==> src/rtl/mem_bus_arbiter_if.sv <==
// Bus bundle between the fetch/memory stages, the arbiter and the memory port.
// The master modport is the arbiter's view; slave is the pipeline plus memory side.
interface mem_bus_arbiter_if;
  logic        ireq_valid;
  logic [63:0] ireq_addr;
  logic        iresp_addr_ok;
  logic        iresp_data_ok;
  logic [31:0] iresp_data;

  logic        dreq_valid;
  logic [63:0] dreq_addr;
  logic [2:0]  dreq_size;
  logic [7:0]  dreq_strobe;
  logic [63:0] dreq_data;
  logic        dresp_addr_ok;
  logic        dresp_data_ok;
  logic [63:0] dresp_data;

  logic        mreq_valid;
  logic        mreq_is_write;
  logic [63:0] mreq_addr;
  logic [2:0]  mreq_size;
  logic [7:0]  mreq_strobe;
  logic [63:0] mreq_data;
  logic        mresp_ready;
  logic [63:0] mresp_data;

  modport master (
    input  ireq_valid, ireq_addr,
    output iresp_addr_ok, iresp_data_ok, iresp_data,
    input  dreq_valid, dreq_addr, dreq_size, dreq_strobe, dreq_data,
    output dresp_addr_ok, dresp_data_ok, dresp_data,
    output mreq_valid, mreq_is_write, mreq_addr, mreq_size, mreq_strobe, mreq_data,
    input  mresp_ready, mresp_data
  );

  modport slave (
    output ireq_valid, ireq_addr,
    input  iresp_addr_ok, iresp_data_ok, iresp_data,
    output dreq_valid, dreq_addr, dreq_size, dreq_strobe, dreq_data,
    input  dresp_addr_ok, dresp_data_ok, dresp_data,
    input  mreq_valid, mreq_is_write, mreq_addr, mreq_size, mreq_strobe, mreq_data,
    output mresp_ready, mresp_data
  );
endinterface

==> src/rtl/mem_bus_arbiter.sv <==
// Shares one memory port between ibus and dbus; one outstanding request at a time.
// Define MEM_ARB_ROUND_ROBIN_EN for alternating grants instead of dbus priority + starve limit.
module mem_bus_arbiter #(
  parameter int unsigned STARVE_LIMIT = 4
) (
  input logic                clk,
  input logic                reset,
  mem_bus_arbiter_if.master  bus_io
);

  typedef enum logic [1:0] {StIdle, StIBusy, StDBusy} state_e;

  state_e      state_q, state_d;
  logic [63:0] addr_q, addr_d;
  logic [2:0]  size_q, size_d;
  logic [7:0]  strobe_q, strobe_d;
  logic [63:0] wdata_q, wdata_d;
  logic        grant_i, grant_d;

`ifdef MEM_ARB_ROUND_ROBIN_EN
  logic last_dbus_q, last_dbus_d;
`else
  logic [3:0] starve_cnt_q, starve_cnt_d;
`endif

  // Arbitration is only evaluated while idle; busy-time requests are ignored.
  always_comb begin
    grant_i = 1'b0;
    grant_d = 1'b0;
    if (state_q == StIdle) begin
      if (bus_io.ireq_valid && bus_io.dreq_valid) begin
`ifdef MEM_ARB_ROUND_ROBIN_EN
        grant_i = last_dbus_q;
`else
        grant_i = (starve_cnt_q >= 4'(STARVE_LIMIT));
`endif
        grant_d = ~grant_i;
      end else begin
        grant_i = bus_io.ireq_valid;
        grant_d = bus_io.dreq_valid;
      end
    end
  end

  always_comb begin
    state_d  = state_q;
    addr_d   = addr_q;
    size_d   = size_q;
    strobe_d = strobe_q;
    wdata_d  = wdata_q;
`ifdef MEM_ARB_ROUND_ROBIN_EN
    last_dbus_d = last_dbus_q;
`else
    starve_cnt_d = starve_cnt_q;
`endif
    unique case (state_q)
      StIdle: begin
        if (grant_i) begin
          state_d  = StIBusy;
          addr_d   = bus_io.ireq_addr;
          size_d   = 3'd2;
          strobe_d = 8'h00;
          wdata_d  = 64'h0;
        end else if (grant_d) begin
          state_d  = StDBusy;
          addr_d   = bus_io.dreq_addr;
          size_d   = bus_io.dreq_size;
          strobe_d = bus_io.dreq_strobe;
          wdata_d  = bus_io.dreq_data;
        end
`ifdef MEM_ARB_ROUND_ROBIN_EN
        if (grant_i) last_dbus_d = 1'b0;
        else if (grant_d) last_dbus_d = 1'b1;
`else
        if (grant_i || !bus_io.ireq_valid) starve_cnt_d = 4'd0;
        else if (grant_d) starve_cnt_d = starve_cnt_q + 4'd1;
`endif
      end
      StIBusy, StDBusy: begin
        if (bus_io.mresp_ready) state_d = StIdle;
      end
      default: state_d = StIdle;
    endcase
  end

  always_ff @(posedge clk) begin
    if (reset) begin
      state_q  <= StIdle;
      addr_q   <= 64'h0;
      size_q   <= 3'd0;
      strobe_q <= 8'h00;
      wdata_q  <= 64'h0;
`ifdef MEM_ARB_ROUND_ROBIN_EN
      last_dbus_q <= 1'b0;
`else
      starve_cnt_q <= 4'd0;
`endif
    end else begin
      state_q  <= state_d;
      addr_q   <= addr_d;
      size_q   <= size_d;
      strobe_q <= strobe_d;
      wdata_q  <= wdata_d;
`ifdef MEM_ARB_ROUND_ROBIN_EN
      last_dbus_q <= last_dbus_d;
`else
      starve_cnt_q <= starve_cnt_d;
`endif
    end
  end

  assign bus_io.iresp_addr_ok = grant_i;
  assign bus_io.dresp_addr_ok = grant_d;
  assign bus_io.iresp_data_ok = (state_q == StIBusy) && bus_io.mresp_ready;
  assign bus_io.dresp_data_ok = (state_q == StDBusy) && bus_io.mresp_ready;

  // Responses read as zero outside their data_ok pulse.
  assign bus_io.iresp_data = !bus_io.iresp_data_ok ? 32'h0 :
                             addr_q[2] ? bus_io.mresp_data[63:32] : bus_io.mresp_data[31:0];
  assign bus_io.dresp_data = bus_io.dresp_data_ok ? bus_io.mresp_data : 64'h0;

  assign bus_io.mreq_valid    = (state_q != StIdle);
  assign bus_io.mreq_is_write = (strobe_q != 8'h00);
  assign bus_io.mreq_addr     = addr_q;
  assign bus_io.mreq_size     = size_q;
  assign bus_io.mreq_strobe   = strobe_q;
  assign bus_io.mreq_data     = wdata_q;

endmodule
==> src/flat_wrapper.sv <==
// flat-port wrapper written by rule: the top's interface ports become plain ports
module mem_bus_arbiter_flat 
#(
  parameter int unsigned STARVE_LIMIT = 4
)
  (clk, reset, bus_io_ireq_valid, bus_io_ireq_addr, bus_io_iresp_addr_ok, bus_io_iresp_data_ok, bus_io_iresp_data, bus_io_dreq_valid, bus_io_dreq_addr, bus_io_dreq_size, bus_io_dreq_strobe, bus_io_dreq_data, bus_io_dresp_addr_ok, bus_io_dresp_data_ok, bus_io_dresp_data, bus_io_mreq_valid, bus_io_mreq_is_write, bus_io_mreq_addr, bus_io_mreq_size, bus_io_mreq_strobe, bus_io_mreq_data, bus_io_mresp_ready, bus_io_mresp_data);
  mem_bus_arbiter_if bus_io_i ();
  input logic clk;
  input logic reset;
  input wire logic [$bits(bus_io_i.ireq_valid)-1:0] bus_io_ireq_valid;
  input wire logic [$bits(bus_io_i.ireq_addr)-1:0] bus_io_ireq_addr;
  output wire logic [$bits(bus_io_i.iresp_addr_ok)-1:0] bus_io_iresp_addr_ok;
  output wire logic [$bits(bus_io_i.iresp_data_ok)-1:0] bus_io_iresp_data_ok;
  output wire logic [$bits(bus_io_i.iresp_data)-1:0] bus_io_iresp_data;
  input wire logic [$bits(bus_io_i.dreq_valid)-1:0] bus_io_dreq_valid;
  input wire logic [$bits(bus_io_i.dreq_addr)-1:0] bus_io_dreq_addr;
  input wire logic [$bits(bus_io_i.dreq_size)-1:0] bus_io_dreq_size;
  input wire logic [$bits(bus_io_i.dreq_strobe)-1:0] bus_io_dreq_strobe;
  input wire logic [$bits(bus_io_i.dreq_data)-1:0] bus_io_dreq_data;
  output wire logic [$bits(bus_io_i.dresp_addr_ok)-1:0] bus_io_dresp_addr_ok;
  output wire logic [$bits(bus_io_i.dresp_data_ok)-1:0] bus_io_dresp_data_ok;
  output wire logic [$bits(bus_io_i.dresp_data)-1:0] bus_io_dresp_data;
  output wire logic [$bits(bus_io_i.mreq_valid)-1:0] bus_io_mreq_valid;
  output wire logic [$bits(bus_io_i.mreq_is_write)-1:0] bus_io_mreq_is_write;
  output wire logic [$bits(bus_io_i.mreq_addr)-1:0] bus_io_mreq_addr;
  output wire logic [$bits(bus_io_i.mreq_size)-1:0] bus_io_mreq_size;
  output wire logic [$bits(bus_io_i.mreq_strobe)-1:0] bus_io_mreq_strobe;
  output wire logic [$bits(bus_io_i.mreq_data)-1:0] bus_io_mreq_data;
  input wire logic [$bits(bus_io_i.mresp_ready)-1:0] bus_io_mresp_ready;
  input wire logic [$bits(bus_io_i.mresp_data)-1:0] bus_io_mresp_data;
  assign bus_io_i.ireq_valid = bus_io_ireq_valid;
  assign bus_io_i.ireq_addr = bus_io_ireq_addr;
  assign bus_io_iresp_addr_ok = bus_io_i.iresp_addr_ok;
  assign bus_io_iresp_data_ok = bus_io_i.iresp_data_ok;
  assign bus_io_iresp_data = bus_io_i.iresp_data;
  assign bus_io_i.dreq_valid = bus_io_dreq_valid;
  assign bus_io_i.dreq_addr = bus_io_dreq_addr;
  assign bus_io_i.dreq_size = bus_io_dreq_size;
  assign bus_io_i.dreq_strobe = bus_io_dreq_strobe;
  assign bus_io_i.dreq_data = bus_io_dreq_data;
  assign bus_io_dresp_addr_ok = bus_io_i.dresp_addr_ok;
  assign bus_io_dresp_data_ok = bus_io_i.dresp_data_ok;
  assign bus_io_dresp_data = bus_io_i.dresp_data;
  assign bus_io_mreq_valid = bus_io_i.mreq_valid;
  assign bus_io_mreq_is_write = bus_io_i.mreq_is_write;
  assign bus_io_mreq_addr = bus_io_i.mreq_addr;
  assign bus_io_mreq_size = bus_io_i.mreq_size;
  assign bus_io_mreq_strobe = bus_io_i.mreq_strobe;
  assign bus_io_mreq_data = bus_io_i.mreq_data;
  assign bus_io_i.mresp_ready = bus_io_mresp_ready;
  assign bus_io_i.mresp_data = bus_io_mresp_data;
  mem_bus_arbiter #(.STARVE_LIMIT(STARVE_LIMIT)) u_core (.clk(clk), .reset(reset), .bus_io(bus_io_i));
endmodule
==> config.mk <==
export PLATFORM = sky130hd
export DESIGN_NAME = mem_bus_arbiter_flat
export DESIGN_NICKNAME = d
export VERILOG_FILES = /design/src/rtl/mem_bus_arbiter_if.sv /design/src/rtl/mem_bus_arbiter.sv /design/src/flat_wrapper.sv
export SDC_FILE = /design/constraint.sdc
export NUM_CORES = 1
export LEC_CHECK = 0
export ABC_AREA = 1
export CORE_AREA = 8 8 195 197
export DETAILED_ROUTE_END_ITERATION = 6
export DIE_AREA = 0 0 203 205
export RECOVER_POWER = 50
export SLEW_MARGIN = 25
export SYNTH_ARGS = -nofsm -noshare
export SYNTH_HDL_FRONTEND = slang
export SYNTH_SLANG_ARGS = --single-unit
==> constraint.sdc <==
create_clock -name clk -period 1.55 [get_ports clk]
set_input_delay 0.155 -clock clk [delete_from_list [all_inputs] [get_ports clk]]
set_output_delay 0.155 -clock clk [all_outputs]
set_load 0.02 [all_outputs]
Word level (Yosys, flattened, before mapping)
Cells that the tools add are included.
Widths: inputs -> output; s select.
{"block": "totals", "ff_bits": 145, "inputBits": 272}
{"block": "op_classes", "n_addsub": 1, "n_lt_le_gt_ge": 1, "eq_ne": 4, "mux": 21, "bitwise": 1, "reduce_logical": 14}
{"operator": "$mux 64", "n": 5}
{"operator": "$mux 32", "n": 2}
{"operator": "$mux 8", "n": 2}
{"operator": "$mux 4", "n": 2}
{"operator": "$reduce_bool 8->1", "n": 1}
{"operator": "$mux 2", "n": 3}
{"operator": "$mux 3", "n": 2}
{"operator": "$reduce_and 2->1", "n": 3}
{"operator": "$reduce_bool 2->1", "n": 3}
{"operator": "$add 4x1->4 const B", "n": 1}
{"operator": "$ge 4x3->1 const B", "n": 1}
{"operator": "$mux 1", "n": 4}
{"operator": "$pmux 2 s2", "n": 1}
{"operator": "$logic_and 1x1->1", "n": 3}
{"operator": "$ne 3x2->1 const B", "n": 1}
{"operator": "$eq 2x1->1 const B", "n": 1}
{"operator": "$eq 2x2->1 const B", "n": 1}
{"operator": "$logic_not 2->1", "n": 1}
{"operator": "$ne 2x2->1 const B", "n": 1}
{"operator": "$reduce_or 2->1", "n": 1}
{"operator": "$logic_not 1->1", "n": 1}
{"operator": "$logic_or 1x1->1", "n": 1}
{"operator": "$not 1->1", "n": 1}

Depth between registers and ports, before layout
Gate-level depths: netlist (run 1).
{"block": "depth", "depth_word": 7, "depth_mapped": 10, "ltp_nobuf": 8}

Least setup slack after synthesis (run 1)
Ideal clock, no wire load.
{"block": "synth_timing", "path_kind": "flip-flop to output port", "startpoint": "register u_core.state_q[1]", "endpoint": "output bus_io_iresp_data[21]", "arrival_ns": 1.499, "t_required_ns": 1.395, "setup_slack_ns": -0.104, "path_stages_with_launch": 8, "n_path_buf": 1, "cell_sequence": "dfxtp_1 > inv_1 > ha_1 > nand2_1 > inv_1 > clkbuf_1 > o21ai_0 > a21oi_1"}
{"block": "synth_between", "elab_chain_cells": 3}
{"item": "start: declaration", "line": "mem_bus_arbiter.sv:13", "rtl": "state_e state_q, state_d;"}
{"item": "start signal: assignment", "line": "mem_bus_arbiter.sv:88", "rtl": "state_q <= StIdle;"}
{"item": "start signal: assignment", "line": "mem_bus_arbiter.sv:99", "rtl": "state_q <= state_d;"}
{"item": "$eq 2x1->1", "line": "mem_bus_arbiter.sv:114", "rtl": "assign bus_io.iresp_data_ok = (state_q == StIBusy) && bus_io.mresp_ready;"}
{"item": "$logic_and 1x1->1", "line": "mem_bus_arbiter.sv:114"}
{"item": "named net bus_io_iresp_data_ok", "line": "flat_wrapper.sv:13", "rtl": "output wire logic [$bits(bus_io_i.iresp_data_ok)-1:0] bus_io_iresp_data_ok;"}
{"item": "$mux 32", "line": "mem_bus_arbiter.sv:118", "rtl": "assign bus_io.iresp_data = !bus_io.iresp_data_ok ? 32'h0 :"}
{"item": "end: declaration", "line": "flat_wrapper.sv:14", "rtl": "output wire logic [$bits(bus_io_i.iresp_data)-1:0] bus_io_iresp_data;"}
The timed path passes the listed nets, and every way through them passes these cells.

Final worst setup path (run 1)
{"block": "layout_timing", "startpoint": "register u_core.state_q[1]", "endpoint": "output bus_io_dresp_data[30]"}
{"block": "layout_between", "elab_chain_cells": 3}
{"item": "$eq 2x2->1", "line": "mem_bus_arbiter.sv:115", "rtl": "assign bus_io.dresp_data_ok = (state_q == StDBusy) && bus_io.mresp_ready;"}
{"item": "$logic_and 1x1->1", "line": "mem_bus_arbiter.sv:115"}
{"item": "$mux 64", "line": "mem_bus_arbiter.sv:120", "rtl": "assign bus_io.dresp_data = bus_io.dresp_data_ok ? bus_io.mresp_data : 64'h0;"}
{"item": "end: declaration", "line": "flat_wrapper.sv:22", "rtl": "output wire logic [$bits(bus_io_i.dresp_data)-1:0] bus_io_dresp_data;"}
No other way between the ends.

==> results.md, run 1 <==
* Chip width at 203 µm
* Final Hold Vio Count at 0
* Share of cells above drive strength 1 at 0.416
* # port buffers at 512
* Power Dens Cells at 1020 nW/µm²
* Vias in the first global route at 9450
* Worst Path Max Fanout at 7
* Max-cap check violation count at 0
* Syn_nets at 1363
* Reg2reg path depth at 11
* Worst path top cell family by delay: buffers and inverters
* Detailed Route Iter0 Violations at 492
* Area occupied by multi-input gates at 5680 µm²
* Failing checks: negative setup slack
* Die H at 205 µm
* Worst reg-to-reg setup slack at -0.22 ns
* Sink Count at 145
* Sequential share of the synthesized area at 0.399
* Post-DP HPWL at 28.5 mm
* Leak at 8.84 nW
* Tightest Hold Check Type: in -> reg
* Number of H-tree levels at 4
* Warnings, synthesis at 0
* CTS tree: done
* Layout Nets at 1963
* Final Power at 18.2 mW
* CTS Buffer Depth at 2
* Final worst setup slack at -0.381 ns
* CP endpoint kind: primary output
* CP Buf/Inv Count at 5
* Clk pin slew, worst setup/hold paths at 0.07 ns
* Clock root cell: clkbuf_16
* Clock skew at 0.0114 ns
* Main synth FF type: dfxtp_1
* Mapped cell area at 7280 µm²
* Critical Path RT at 1.39 ns
* Worst Max-Slew Pin Slew at 0.606 ns
* Syn_area_per_cell at 6.70 µm²
* Seq. cell area at 2910 µm²
* FMAX at 518 MHz
* CP Cell Sequence: buf_6, ha_4, nand2_8, buf_12, buf_16, buf_6, nor2_4, buf_6
* CP max stage delay at 0.34 ns
* Post-synth EDFFs at 0
* Global placement routability congestion at 0.883
* Setup violations, final at 244
* Worst hold slack at 0.231 ns
* Die area at 41600 µm²
* First-pass GRT wire length at 60.0 mm
* Min Tclk post-route at 1.93 ns
* # fillers at 3082
* Setup TNS at -50.83 ns
* Period utilization at 1.25
* Via count at 10100
* Hold Path Sink: u_core.bus_io.mreq_addr[63]$_SDFFE_PP0P_
* Reg-to-reg startpoint: u_core.state_q[0]$_SDFFE_PP0P_
* Core box area at 35000 µm²
* # IOs at 513
* Initial Utilization at 0.208
* Worst hold stages at 5
* Hold_buf cts at 0
* Max-Slew Margin vs Limit at 0.596
* CTS buffer count at 17
* Clk_lat worst skew at 0.43 ns
* Hold path startpoint: bus_io_ireq_valid
* Crit path DAT at 1.78 ns
* Initial antenna violation count at 7
* RSZ-0062 raised after global routing: yes
* FF+latch count, synth at 145
* Crit path launch type: register
* Gr usage total at 0.187
* Drt wl/cell at 22.2 µm
* DRC at 0
* Critical path class: reg -> out
* Placed Instance Area at 13200 µm²
* Final instance area at 17900 µm²
* Max Transition Viols Final at 0
* Row Count at 69
* Slowest CP cell: dfxtp_2
* VDD IR max at 0.000601 V
* Final WL at 48.0 mm
* Mapped Cells at 1087
* GR Overflow Total at 0
* Vias per Instance at 4.66
* Status: finished, violations left
* Area Growth Syn to Fin at 145%
* FFs w/ async S/R, synth at 0
* CP most frequent cell: buf_6
* Distinct cells, synth at 26
* Largest net degree at the start of global routing at 82
* Post-DRT Antenna Nets at 0
* R2r endpoint: u_core.bus_io.mreq_data[8]$_SDFFE_PP0P_
* Initial DRT Pass Iterations at 5
-- what timing repair did --
item / 4_1_cts / 5_1_grt
gates resized for setup: 754 / 733
pin swaps: 24 / 157
setup buffers: 39 / 30
endpoints found under the setup margin: 370 / 385
cloned: 20 / 31
-- cell usage in the layout (no fill, tap or decap), drive strengths merged, types with 3 or more instances in the layout --
cell	Yosys	routed
nand2	292	292
nand4	65	65
a21oi	111	111
clkinvlp	0	3
inv	141	147
clkbuf	49	105
o21ai	34	34
nand3	65	65
nor2	68	68
dfxtp	145	145
buf	41	244
dlymetal6s2s	0	69
diode	0	4
clkdlybuf4s50	0	269
nor3	3	3
bufinv	0	3
ha	4	4
o21a	64	64
-- logic make-up (layout without fill, tap and decap cells) --
family          count (synthesis)  after routing  share of synthesized area
compound gates                210            210                      0.169
xor+xnor                        1              1                    0.00120
fa+ha+maj                       4              4                    0.00687
buf+inv                       231            843                      0.132
flops                         145            145                      0.399
other cells                     0              4                          0
simple gates                  496            496                      0.292
-- worst max-delay path by stage --
stage	startpoint	to	slack (ns)	cells past startpoint
3_3_place_gp	bus_io_mresp_ready	bus_io_iresp_data[2]	-0.47	7
2_1_floorplan	u_core.bus_io.mreq_addr[2]$_SDFFE_PP0P_	bus_io_iresp_data[12]	-0.01	4
4_1_cts	u_core.state_q[1]$_SDFFE_PP0P_	bus_io_iresp_data[2]	-0.41	9
5_1_grt	u_core.state_q[1]$_SDFFE_PP0P_	bus_io_dresp_data[30]	-0.46	8
3_5_place_dp	bus_io_mresp_ready	bus_io_iresp_data[4]	-0.50	7
6_report	u_core.state_q[1]$_SDFFE_PP0P_	bus_io_dresp_data[30]	-0.38	8
-- power breakdown --
| part | internal, mW | total (mW) | leakage (nW) | switching (mW) |
|---|---|---|---|---|
| logic | 4.39 | 9.19 | 7.35 | 4.81 |
| registers | 4.24 | 4.59 | 1.20 | 0.349 |
| clock network | 2.58 | 4.41 | 0.293 | 1.83 |
-- cell type report --
class                   count  share of cell area
repair buffers            671               0.420
diodes                      4            0.000560
well taps                 461              0.0323
flip-flops and latches    145               0.163
inverters                 141              0.0314
clock buffers              17              0.0238
clock inverters            14              0.0106
multi-input cells         711               0.318
-- registers in the layout, indices dropped and copies added, names as in the netlist --
signal,flops
u_core.bus_io.mreq_addr,64
u_core.bus_io.mreq_data,64
u_core.bus_io.mreq_strobe,8
u_core.starve_cnt_q,4
u_core.bus_io.mreq_size,3
u_core.state_q,2
-- routing by layer --
metal  wire length [µm]  up-vias  part of all wire  GRT usage
met5                  9        -           0.00019          0
met4               1770        2             0.037     0.0730
met3               2830      104             0.059     0.0459
met2              24900      453              0.52      0.351
met1              18500     4798              0.39      0.200
li1                   -     4732                 -          -
-- Yosys cell counts, types with 2 or more instances --
master	count	area (µm²)
nand3_1	64	320
buf_6	5	56.3
inv_1	137	514
buf_4	9	67.6
ha_1	4	50.1
inv_2	4	15.0
o21a_1	64	480
buf_2	21	105
a21oi_1	111	556
nor2_1	67	251
dfxtp_1	145	2900
clkbuf_1	49	184
nor4_1	2	12.5
o21ai_0	32	160
nor3_1	3	15.0
nand2_1	291	1090
nand4_1	65	407
buf_1	6	22.5
-- through the flow --
stage / setup WS (ns) / utilization / std cells
2_1_floorplan: -0.0130 / - / 1087
3_3_place_gp: -0.470 / 0.377 / 2025
3_5_place_dp: -0.499 / 0.377 / 2025
4_1_cts: -0.413 / 0.439 / 2115
5_1_grt: -0.462 / 0.511 / 2164
6_report: -0.381 / 0.511 / 2164
-- tightest hold or removal path, stage by stage --
cell and delay (ns):
buf_2 0.18, nand4_1 0.12, nand3_1 0.06, nand2_1 0.05, inv_1 0.03
Note: power is estimated with default switching activity, not from simulation.
==> run 2, diff against run 1 <==
--- a/config.mk
+++ b/config.mk
@@ -6,9 +6,10 @@
 export NUM_CORES = 1
 export LEC_CHECK = 0
 export ABC_AREA = 1
-export CORE_AREA = 8 8 195 197
+export CORE_AREA = 10 10 192 194
 export DETAILED_ROUTE_END_ITERATION = 6
-export DIE_AREA = 0 0 203 205
+export DIE_AREA = 0 0 202 204
+export GPL_TIMING_DRIVEN = 0
 export RECOVER_POWER = 50
 export SLEW_MARGIN = 25
 export SYNTH_ARGS = -nofsm -noshare
==> run 2 against run 1 <==
The flow still finishes with violations (negative setup slack). Critical path type unchanged. Register-to-register slack improved by 0.05 ns. Clock skew rose by 0.00063 ns. Sequential share of layout area grew 1.8 points. Critical path depth is 1 lower.
==> results.md, run 2 (synthesis gave the netlist of run 1 again) <==
* Number of H-tree levels at 4 (unchanged)
* Reg-to-reg startpoint: u_core.state_q[1]$_SDFFE_PP0P_
* # port buffers at 510 (-0.39%)
* Period utilization at 1.21 (-0.0372)
* # IOs at 513 (unchanged)
* Vias per Instance at 4.50 (-3.4%)
* CTS Buffer Depth at 2 (unchanged)
* Worst Max-Slew Pin Slew at 0.651 ns (+0.0449 ns)
* DRC at 0 (unchanged)
* GR Overflow Total at 0 (unchanged)
* Core box area at 33100 µm² (-5.3%)
* Final worst setup slack at -0.323 ns (+0.0577 ns)
* Layout Nets at 1953 (-0.51%)
* Share of cells above drive strength 1 at 0.291 (-0.125)
* Status: finished, violations left
* Worst reg-to-reg setup slack at -0.17 ns (+0.05 ns)
* Placed Instance Area at 13000 µm² (-1.2%)
* VDD IR max at 0.000549 V (-8.6%)
* Failing checks: negative setup slack
* Hold path startpoint: bus_io_ireq_valid
* Setup TNS at -39.98 ns (+10.85 ns)
* Sink Count at 145 (unchanged)
* Post-DP HPWL at 34.4 mm (+21%)
* Slowest CP cell: dfxtp_4
* Min Tclk post-route at 1.87 ns (-0.0577 ns)
* Worst hold stages at 5 (unchanged)
* Final instance area at 16100 µm² (-9.8%)
* Reg2reg path depth at 11 (unchanged)
* Worst hold slack at 0.219 ns (-0.0117 ns)
* First-pass GRT wire length at 59.9 mm (about the same)
* Crit path DAT at 1.72 ns (-0.06 ns)
* Gr usage total at 0.191 (+0.00361)
* Max-Slew Margin vs Limit at 0.566 (-0.0300)
* Crit path launch type: register
* Initial Utilization at 0.220 (+0.0116)
* Hold Path Sink: u_core.state_q[0]$_SDFFE_PP0P_
* CTS buffer count at 17 (unchanged)
* Final Power at 16.9 mW (-7.2%)
* R2r endpoint: u_core.bus_io.mreq_addr[2]$_SDFFE_PP0P_
* CP Cell Sequence: inv_4, ha_2, nand2_4, buf_12, buf_8, nor2_1, buf_4
* Clock root cell: clkbuf_16
* Global placement routability congestion at 0.954 (+8.0%)
* Drt wl/cell at 20.8 µm (-6.2%)
* CP endpoint kind: primary output
* Commonest cells after routing, fill and taps aside: clkdlybuf4s50_1, nand2_1, dfxtp_1
* Vias in the first global route at 9179 (-2.9%)
* Core Util, Final at 0.487 (-0.0245)
* Tightest Hold Check Type: in -> reg
* Hold_buf cts at 0 (unchanged)
* Clk_lat worst skew at 0.43 ns (about the same)
* Max-cap check violation count at 0 (unchanged)
* Power Dens Cells at 1050 nW/µm² (+3.0%)
* CP max stage delay at 0.36 ns (+0.02 ns)
* Detailed Route Iter0 Violations at 394 (-20%)
* Final Hold Vio Count at 0 (unchanged)
* Via count at 9644 (-4.4%)
* CP Buf/Inv Count at 4 (-1)
* Die H at 204 µm (-0.49%)
* Leak at 7.07 nW (-20%)
* Initial DRT Pass Iterations at 4 (-1)
* Max Transition Viols Final at 0 (unchanged)
* Largest net degree at the start of global routing at 17 (-79%)
* Die area at 41200 µm² (-0.98%)
* RSZ-0062 raised after global routing: yes
* Critical path class: reg -> out
* Setup violations, final at 317 (+30%)
* Worst path top cell family by delay: buffers and inverters
* Most common cell after layout, fill and taps aside: clkdlybuf4s50_1
* Chip width at 202 µm (-0.49%)
* Critical Path RT at 1.39 ns (about the same)
* Worst Path Max Fanout at 10 (+3)
* FMAX at 534 MHz (+3.1%)
* Final WL at 44.6 mm (-7.2%)
* Clock skew at 0.0120 ns (+0.000633 ns)
* Post-DRT Antenna Nets at 0 (unchanged)
* Row Count at 67 (-2.9%)
* CTS tree: done
* Clk pin slew, worst setup/hold paths at 0.06 ns (about the same)
* Area Growth Syn to Fin at 121%
* Initial antenna violation count at 7 (unchanged)
## run 2: cell types whose count changed in the layout (fill, tap and decap cells not counted), sizes merged
| cell | change |
|---|---|
| clkdlybuf4s50 | +138 |
| dlymetal6s2s | -68 |
| buf | -48 |
| clkbuf | -30 |
| clkinv | +5 |
| inv | -4 |
| clkinvlp | -2 |
| bufbuf | -1 |
## run 2: worst register-to-register path: stages (launching register included)
cell	delay [ns]
dfxtp_4	0.37
inv_4	0.05
buf_6	0.11
ha_4	0.17
buf_12	0.13
o21ai_4	0.10
clkinv_4	0.14
buf_6	0.14
buf_12	0.14
o21a_1	0.18
nand2_2	0.07
inv_2	0.03
## run 2: how the worst max path moves through the flow
stage | from | endpoint | slack (ns) | cells after the start
finish | u_core.state_q[0]$_SDFFE_PP0P_ | bus_io_dresp_data[17] | -0.32 | 7
global route | u_core.state_q[1]$_SDFFE_PP0P_ | bus_io_iresp_data[17] | -0.38 | 9
CTS | u_core.state_q[1]$_SDFFE_PP0P_ | bus_io_iresp_data[8] | -0.46 | 8
detailed placement | bus_io_mresp_ready | bus_io_dresp_data[35] | -1.05 | 6
global placement | bus_io_mresp_ready | bus_io_dresp_data[35] | -1.08 | 6
floorplan | u_core.bus_io.mreq_addr[2]$_SDFFE_PP0P_ | bus_io_iresp_data[12] | -0.01 | 4
## run 2: final cells by class
cell class	count	area, µm²
fill	3154	17000
timing repair buffer	571	6030
multi-input combinational	711	4520
sequential	145	2910
buffer	89	920
tap	448	561
inverter	141	559
clock buffer	19	443
clock inverter	12	156
antenna	4	10.0
timing repair inverter	1	6.26
## run 2: metrics by stage
stage | cells | worst slack, ns
after global placement | 2045 | -1.08
after global routing | 2140 | -0.378
after CTS | 2085 | -0.459
after detailed placement | 2045 | -1.05
after floorplan | 1087 | -0.0130
final | 2141 | -0.323
## run 2: what timing repair did
action | 4_1_cts | 5_1_grt
pin swaps | 1 | 92
gates cloned | 2 | 27
gates resized for setup | 559 | 550
endpoints found under the setup margin | 372 | 379
setup buffers | 7 | 27
## run 2: per-layer routing
metal / wire length [µm] / vias up / global-route usage
li1: - / 4698 / -
met1: 16700 / 4544 / 0.197
met2: 23800 / 356 / 0.358
met3: 3060 / 46 / 0.0602
met4: 998 / 0 / 0.0642
met5: 0 / - / 0
## run 2: power breakdown
| group | internal [mW] | total, mW | switching, mW | leakage (nW) |
|---|---|---|---|---|
| Clock | 2.58 | 4.31 | 1.73 | 0.294 |
| Combinational | 3.98 | 8.05 | 4.07 | 5.58 |
| Sequential | 4.24 | 4.53 | 0.292 | 1.20 |
| Total | 10.8 | 16.9 | 6.10 | 7.07 |
